### config.mk
export PLATFORM = sky130hd
export DESIGN_NAME = uart_rx_flat
export DESIGN_NICKNAME = d
export VERILOG_FILES = /design/src/rtl/uart_pkg.sv /design/src/rtl/uart_rx_if.sv /design/src/rtl/uart_rx_sync.sv /design/src/rtl/uart_rx.sv /design/src/flat_wrapper.sv
export SDC_FILE = /design/constraint.sdc
export NUM_CORES = 1
export LEC_CHECK = 0
export ABC_AREA = 0
export CORE_ASPECT_RATIO = 0.75
export CORE_MARGIN = 1.5
export CORE_UTILIZATION = 52
export DETAILED_ROUTE_END_ITERATION = 7
export GPL_TIMING_DRIVEN = 1
export PLACE_DENSITY = 0.8
export REMOVE_ABC_BUFFERS = 1
export SLEW_MARGIN = 20
export SYNTH_ARGS = -nofsm -noshare
export SYNTH_HDL_FRONTEND = slang
export SYNTH_SLANG_ARGS = --single-unit
### constraint.sdc
create_clock -name clk -period 2 [get_ports clk]
set_input_delay 0.2 -clock clk [delete_from_list [all_inputs] [get_ports clk]]
set_output_delay 0.2 -clock clk [all_outputs]
set_load 0.005 [all_outputs]
### src/rtl/uart_pkg.sv
// uart_pkg: definitions shared by the UART transmitter and receiver.
// Holds the frame constants, the default bit period and the receiver's state
// encoding. With UART_RX_PARITY_EN defined, the receiver gains a PARITY state,
// which needs a 3-bit state code.
package uart_pkg;
  localparam int   DEFAULT_BIT_TICKS = 10417;  // 100 MHz / 9600 baud
  localparam int   DATA_BITS         = 8;
  localparam logic START_BIT         = 1'b0;
  localparam logic STOP_BIT          = 1'b1;

`ifdef UART_RX_PARITY_EN
  localparam int STATE_W = 3;
`else
  localparam int STATE_W = 2;
`endif

  typedef logic [STATE_W-1:0] rx_state_t;
  localparam rx_state_t S_IDLE   = rx_state_t'(0);
  localparam rx_state_t S_START  = rx_state_t'(1);
  localparam rx_state_t S_DATA   = rx_state_t'(2);
  localparam rx_state_t S_STOP   = rx_state_t'(3);
`ifdef UART_RX_PARITY_EN
  localparam rx_state_t S_PARITY = rx_state_t'(4);
`endif
endpackage

### src/rtl/uart_rx_if.sv
// uart_rx_if: consumer-side handshake of the UART receiver.
//   rd_ack     consumer -> rx : byte taken, clear valid/overrun
//   data_out   rx -> consumer : last good byte
//   valid      rx -> consumer : data_out holds an unread byte
//   busy       rx -> consumer : a frame is in progress
//   frame_err  rx -> consumer : 1-cycle pulse, stop bit sampled low
//   overrun    rx -> consumer : sticky, unread byte was overwritten
//   parity_err rx -> consumer : 1-cycle pulse (only with UART_RX_PARITY_EN)
// master = receiver, slave = consumer.
interface uart_rx_if;
  import uart_pkg::*;
  logic                 rd_ack;
  logic [DATA_BITS-1:0] data_out;
  logic                 valid;
  logic                 busy;
  logic                 frame_err;
  logic                 overrun;
`ifdef UART_RX_PARITY_EN
  logic                 parity_err;
`endif

  modport master (
    input  rd_ack,
    output data_out, valid, busy, frame_err, overrun
`ifdef UART_RX_PARITY_EN
    , output parity_err
`endif
  );

  modport slave (
    output rd_ack,
    input  data_out, valid, busy, frame_err, overrun
`ifdef UART_RX_PARITY_EN
    , input parity_err
`endif
  );
endinterface

### src/rtl/uart_rx_sync.sv
// uart_rx_sync: 2-flop synchronizer for the asynchronous RX pin plus a
// falling-edge detector on the synchronized line.
//   clk, arst_n (async, active-low), rst (sync clear)
//   rx_i    raw serial line
//   rx_s_o  synchronized line
//   fall_o  rx_s went 1 -> 0 this cycle
// All flops reset to 1 (idle line), so reset itself never looks like an edge.
module uart_rx_sync (
  input  logic clk,
  input  logic arst_n,
  input  logic rst,
  input  logic rx_i,
  output logic rx_s_o,
  output logic fall_o
);
  // [0] meta flop, [1] rx_s, [2] rx_s delayed one cycle
  logic [2:0] sh_q;

  always_ff @(posedge clk or negedge arst_n) begin
    if (!arst_n)  sh_q <= '1;
    else if (rst) sh_q <= '1;
    else          sh_q <= {sh_q[1:0], rx_i};
  end

  assign rx_s_o = sh_q[1];
  assign fall_o = sh_q[2] & ~sh_q[1];
endmodule

### src/rtl/uart_rx.sv
// uart_rx: 8N1 serial receiver with a valid/ack holding register.
//   clk, arst_n (async, active-low), rst (sync clear, same effect as arst_n)
//   RX   asynchronous serial input, idle high
//   bus  uart_rx_if.master (rd_ack in; data_out/valid/busy/frame_err/overrun out)
// Each bit is sampled at its mid-point: a half-bit count from the start edge,
// then whole-bit counts. The receiver returns to IDLE at the stop-bit sample,
// half a bit early, so back-to-back frames are accepted.
// Optional: `define UART_RX_PARITY_EN adds parameter PARITY_ODD, a PARITY
// state between DATA and STOP, and a parity_err pulse on the interface.
module uart_rx
  import uart_pkg::*;
#(
  parameter int BIT_TICKS  = DEFAULT_BIT_TICKS,  // must be >= 4
  parameter int HALF_TICKS = BIT_TICKS / 2
`ifdef UART_RX_PARITY_EN
  , parameter bit PARITY_ODD = 1'b0
`endif
) (
  input  logic      clk,
  input  logic      arst_n,
  input  logic      rst,
  input  logic      RX,
  uart_rx_if.master bus
);
  localparam int             CW          = $clog2(BIT_TICKS);
  localparam logic [CW-1:0]  BIT_RELOAD  = CW'(BIT_TICKS - 1);
  localparam logic [CW-1:0]  HALF_RELOAD = CW'(HALF_TICKS - 1);

  logic rx_s, fall;

  uart_rx_sync u_sync (
    .clk    (clk),
    .arst_n (arst_n),
    .rst    (rst),
    .rx_i   (RX),
    .rx_s_o (rx_s),
    .fall_o (fall)
  );

  rx_state_t            state_q, state_d;
  logic [CW-1:0]        cnt_q, cnt_d;
  logic [2:0]           idx_q, idx_d;
  logic [DATA_BITS-1:0] sh_q, sh_d;
  logic [DATA_BITS-1:0] data_q, data_d;
  logic                 valid_q, valid_d;
  logic                 over_q, over_d;
  logic                 fe_q, fe_d;
`ifdef UART_RX_PARITY_EN
  logic                 pe_q, pe_d;
  logic                 pbad_q, pbad_d;
`endif

  logic tick;
  assign tick = (cnt_q == '0);

  // state and datapath registers
  always_ff @(posedge clk or negedge arst_n) begin
    if (!arst_n) begin
      state_q <= S_IDLE; cnt_q <= '0; idx_q <= '0; sh_q <= '0;
      data_q <= '0; valid_q <= 1'b0; over_q <= 1'b0; fe_q <= 1'b0;
`ifdef UART_RX_PARITY_EN
      pe_q <= 1'b0; pbad_q <= 1'b0;
`endif
    end else if (rst) begin
      state_q <= S_IDLE; cnt_q <= '0; idx_q <= '0; sh_q <= '0;
      data_q <= '0; valid_q <= 1'b0; over_q <= 1'b0; fe_q <= 1'b0;
`ifdef UART_RX_PARITY_EN
      pe_q <= 1'b0; pbad_q <= 1'b0;
`endif
    end else begin
      state_q <= state_d; cnt_q <= cnt_d; idx_q <= idx_d; sh_q <= sh_d;
      data_q <= data_d; valid_q <= valid_d; over_q <= over_d; fe_q <= fe_d;
`ifdef UART_RX_PARITY_EN
      pe_q <= pe_d; pbad_q <= pbad_d;
`endif
    end
  end

  // next-state
  always_comb begin
    state_d = state_q;
    case (state_q)
      S_IDLE:  if (fall) state_d = S_START;
      // a start bit that is high again at its mid-point was a glitch
      S_START: if (tick) state_d = (rx_s == START_BIT) ? S_DATA : S_IDLE;
`ifdef UART_RX_PARITY_EN
      S_DATA:   if (tick && idx_q == 3'(DATA_BITS - 1)) state_d = S_PARITY;
      S_PARITY: if (tick) state_d = S_STOP;
`else
      S_DATA:  if (tick && idx_q == 3'(DATA_BITS - 1)) state_d = S_STOP;
`endif
      S_STOP:  if (tick) state_d = S_IDLE;
      default: state_d = S_IDLE;
    endcase
  end

  // datapath next values and outputs
  always_comb begin
    cnt_d   = cnt_q;
    idx_d   = idx_q;
    sh_d    = sh_q;
    data_d  = data_q;
    valid_d = valid_q;
    over_d  = over_q;
    fe_d    = 1'b0;
`ifdef UART_RX_PARITY_EN
    pe_d    = 1'b0;
    pbad_d  = pbad_q;
`endif
    // an ack cancels both flags; a byte completing this cycle overrides below
    if (bus.rd_ack) begin
      valid_d = 1'b0;
      over_d  = 1'b0;
    end
    case (state_q)
      S_IDLE: if (fall) begin
        cnt_d = HALF_RELOAD;
        idx_d = '0;
`ifdef UART_RX_PARITY_EN
        pbad_d = 1'b0;
`endif
      end
      S_START: begin
        if (tick) begin
          cnt_d = BIT_RELOAD;
          idx_d = '0;
        end else cnt_d = cnt_q - 1'b1;
      end
      S_DATA: begin
        if (tick) begin
          sh_d  = {rx_s, sh_q[DATA_BITS-1:1]};  // LSB arrives first
          cnt_d = BIT_RELOAD;
          if (idx_q != 3'(DATA_BITS - 1)) idx_d = idx_q + 3'd1;
        end else cnt_d = cnt_q - 1'b1;
      end
`ifdef UART_RX_PARITY_EN
      S_PARITY: begin
        if (tick) begin
          pbad_d = rx_s ^ (^sh_q) ^ PARITY_ODD;
          cnt_d  = BIT_RELOAD;
        end else cnt_d = cnt_q - 1'b1;
      end
`endif
      S_STOP: begin
        if (tick) begin
          if (rx_s != STOP_BIT) fe_d = 1'b1;
`ifdef UART_RX_PARITY_EN
          else if (pbad_q) pe_d = 1'b1;
`endif
          else begin
            data_d  = sh_q;
            valid_d = 1'b1;
            if (valid_q && !bus.rd_ack) over_d = 1'b1;
          end
        end else cnt_d = cnt_q - 1'b1;
      end
      default: ;
    endcase

    bus.data_out  = data_q;
    bus.valid     = valid_q;
    bus.busy      = (state_q != S_IDLE);
    bus.frame_err = fe_q;
    bus.overrun   = over_q;
`ifdef UART_RX_PARITY_EN
    bus.parity_err = pe_q;
`endif
  end
endmodule

### src/flat_wrapper.sv
// flat-port wrapper written by rule: the top's interface ports become plain ports
module uart_rx_flat import uart_pkg::*;
#(
  parameter int BIT_TICKS  = DEFAULT_BIT_TICKS,                 
  parameter int HALF_TICKS = BIT_TICKS / 2

)
  (clk, arst_n, rst, RX, bus_rd_ack, bus_data_out, bus_valid, bus_busy, bus_frame_err, bus_overrun);
  uart_rx_if bus_i ();
  input  logic clk;
  input  logic arst_n;
  input  logic rst;
  input  logic RX;
  input wire logic [$bits(bus_i.rd_ack)-1:0] bus_rd_ack;
  output wire logic [$bits(bus_i.data_out)-1:0] bus_data_out;
  output wire logic [$bits(bus_i.valid)-1:0] bus_valid;
  output wire logic [$bits(bus_i.busy)-1:0] bus_busy;
  output wire logic [$bits(bus_i.frame_err)-1:0] bus_frame_err;
  output wire logic [$bits(bus_i.overrun)-1:0] bus_overrun;
  assign bus_i.rd_ack = bus_rd_ack;
  assign bus_data_out = bus_i.data_out;
  assign bus_valid = bus_i.valid;
  assign bus_busy = bus_i.busy;
  assign bus_frame_err = bus_i.frame_err;
  assign bus_overrun = bus_i.overrun;
  uart_rx #(.BIT_TICKS(BIT_TICKS), .HALF_TICKS(HALF_TICKS)) u_core (.clk(clk), .arst_n(arst_n), .rst(rst), .RX(RX), .bus(bus_i));
endmodule
==> results.md <==
* Outcome: complete, but fails checks
* Failing checks: negative setup slack
* Reg2Reg Depth at 6
* Total track usage at 0.284
* PnR worst setup slack at -0.185 ns
* Synth Area in Compound Gates at 0.198
* IO Pins at 17
* Final net count at 333
* Wire per inst at between 15 and 20 um
* Worst Path Arrival at 2.39 ns
* H-tree Lvls at 2
* Most common library cells after synthesis: nand2_1 (41), dfrtp_1 (38), a21oi_1 (30)
* Endpoints failing hold at 0
* Routed vias/inst at 6.07
* Most frequent cell after synthesis: nand2_1
* Die height at ~59 um
* Main combinational cell family by area after synthesis: simple AND/OR/NAND/NOR gates
* Highest net fanout along the worst path at 7
* Post-synth ARST share at 1.00
* Initial core utilization at 0.544
* Port Buffers at 16
* PD cells at 1330 nW/um^2
* Hold slack at 0.456 ns
* Post-synth EDFFs at 0
* Ys flop type: dfrtp_1
* Synthesis-stage register bit count at 41
* Hold crit path type: input pin to flip-flop
* Max VDD drop at 906 uV
* Share of layout cells above drive strength 1 at 0.333
* Die Width at about 80 um
* # clock sinks at 41
* R2R setup slack at -0.18 ns
* Seq/Total Area, Yosys at 0.467
* RR Endpoint: u_core.cnt_q[13]
* Yosys top cell by area: dfrtp_1
* Final setup violation count at 26
* Largest net degree at the start of global routing at 42
* Cell family with most CP delay: simple AND/OR/NAND/NOR gates
* DR DRC count at 0
* Finished Cell Area at 3150 um^2
* Grt ovf at 0
* Worst-Skew Late Latency at 0.31 ns
* CTS tree: done
* Number of detailed-route iterations in the first pass at 5
* Antenna-violating nets left at 0
* Leakage at 1.40 nW
* Cells after Synth at 251
* Placer congestion estimate at 0.911
* Clk pin slew, worst setup/hold paths at about 0.09 ns
* Worst slew pin tran at 0.521 ns
* Slowest CP cell: or4_4
* DP Wirelength at about 4.1 mm
* Clock skew at between 0.009 and 0.01 ns
* Post-Synth Adder-Cell Area at 0.0454
* Num CTS Buffers at 5
* Critical Path Sink Type: flip-flop
* Final period utilization at 1.09
* Post-synthesis mux area share at 0.0148
* Most numerous cell on the critical path: or4_4
* Diode count at 0
* Fillers at 266
* Core area at 4050 um^2
* Min-delay src: bus_rd_ack
* Die ar. at 4640 um^2
* Total of max-cap violations at 0
* Synth top area cells: dfrtp_1 (43%), nand2_1 (7.0%), a21oi_1 (6.8%)
* Post-Synth Simple-Gate Area at 0.229
* Area growth from synthesis to layout at 42.8%
* Cell Chain, Critical Path: or4_4, buf_6, or4_4, nor3_4, o31ai_1, a21o_1
* DR iter-0 viols at 251
* Max clock buf depth at 2
* Synth warn at 0
* Fmax at 0.458 GHz
* Mapped cell area at approximately 2200 um^2
* Count of different cell masters after synthesis at 41
* First-pass GRT wire length at between 10 and 15 mm
* Rel. slew slack at 0.652
* Vias at 2281
* Slew Limit Fails at 0
* Hold depth at 2
* DP Area at 2740 um^2
* Startpoint Class: flip-flop
* Post-synthesis xor/xnor area fraction at 0.00397
* WP data required at 2.20 ns
* Top cell type's share of synthesized area at 0.431
* Fin Setup TNS at -1.66 ns
* Overall routed net length at 6.72 mm
* Root Driver: clkbuf_8
* Min cycle time layout at 2.18 ns
* CP peak stage delay at between 0.5 and 0.6 ns
* Syn Area/Cell at 8.78 um^2
* Vias in the first global route at ~2100
* Setup Crit Path Kind: flip-flop to flip-flop
* Worst hold endpoint: u_core.bus.overrun
* Worst r2r src: u_core.cnt_q[3]
* Bufs and invs on worst path at 1
* Utilization after layout at 0.777
* RSZ-0062 raised after global routing: true
* FP Rows at 20
* Initial antenna violation count at 0
state kept, by name (all words and copies together) (netlist names):
name / cells
u_core.cnt_q: 14
u_core.bus.data_out: 8
u_core.bus.frame_err: 1
u_core.idx_q: 3
u_core.sh_q: 8
u_core.state_q: 2
u_core.bus.overrun: 1
u_core.u_sync.sh_q: 3
u_core.bus.valid: 1
through the flow:
step,setup slack [ns],total power (W),instances
finish,-0.185,0.00420,376
global placement,-0.190,0.00279,357
global route,-0.247,0.00439,376
CTS,-0.144,0.00372,371
floorplan,-0.489,0.00195,239
detailed placement,-0.236,0.00283,357
cell type report:
type                            instances  area (um^2)  share of cell area
Timing Repair Buffer                   74          648               0.206
Clock inverter                          2         37.5              0.0119
Multi-Input combinational cell        188         1240               0.395
Tap cell                               55         68.8              0.0219
Inverter                               10         37.5              0.0119
Sequential cell                        41         1030               0.327
Clock buffer                            6         82.6              0.0262
placed cells by master (no fill, tap or decap), drive strengths merged, types with 3 or more instances in the layout:
cell / netlist / routed
buf: 4 / 57
or2: 3 / 3
nor2: 19 / 19
a21oi: 31 / 31
dfrtp: 38 / 38
or4: 4 / 4
a21o: 3 / 3
nand2: 41 / 41
clkdlybuf4s50: 0 / 14
dfstp: 3 / 3
nand3: 5 / 5
nor3: 10 / 10
ha: 8 / 8
nand2b: 4 / 4
a22o: 5 / 5
a211oi: 3 / 3
nor4: 5 / 5
a31oi: 5 / 5
or3: 6 / 6
o21ai: 17 / 17
clkbuf: 8 / 7
inv: 10 / 10
what timing repair did:
action,4_1_cts,5_1_grt
pin swaps,10,5
hold buffers,1,0
endpoints found under the setup margin,38,38
resized for setup,22,34
cloned,1,0
endpoints found under the hold margin,38,0
buffers inserted,4,5
worst max path at each step:
stage                       end            start  cells after the start
2_1_floorplan  u_core.cnt_q[10]  u_core.cnt_q[4]                      5
3_3_place_gp   u_core.cnt_q[13]  u_core.cnt_q[6]                      6
3_5_place_dp   u_core.cnt_q[10]  u_core.cnt_q[6]                      6
4_1_cts        u_core.cnt_q[13]  u_core.cnt_q[3]                      6
5_1_grt        u_core.cnt_q[13]  u_core.cnt_q[3]                      6
6_report       u_core.cnt_q[13]  u_core.cnt_q[3]                      6
routing by layer:
layer	up-vias	share of wire	routed length, um	GRT usage
li1	1022	-	-	-
met1	1096	0.42	2790	0.395
met2	136	0.48	3220	0.457
met3	27	0.076	513	0.0492
met4	0	0.030	202	0.0995
met5	-	0	0	0
where the power goes:
| group | switching (W) | internal [W] |
|---|---|---|
| clock | 0.000307 | 0.000406 |
| combinational | 0.00137 | 0.00112 |
| sequential | 0.0000705 | 0.000927 |
logic make-up (layout without fill, tap and decap cells):
| family | Yosys count | in the layout |
|---|---|---|
| AO/OA/AOI/OAI | 72 | 72 |
| multiplexers | 3 | 3 |
| adder cells (fa/ha/maj) | 8 | 8 |
| AND/OR/NAND/NOR | 104 | 104 |
| buffers and inverters | 22 | 92 |
| flip-flops | 41 | 41 |
| XOR/XNOR | 1 | 1 |
Power figures use the tool's default switching activity.
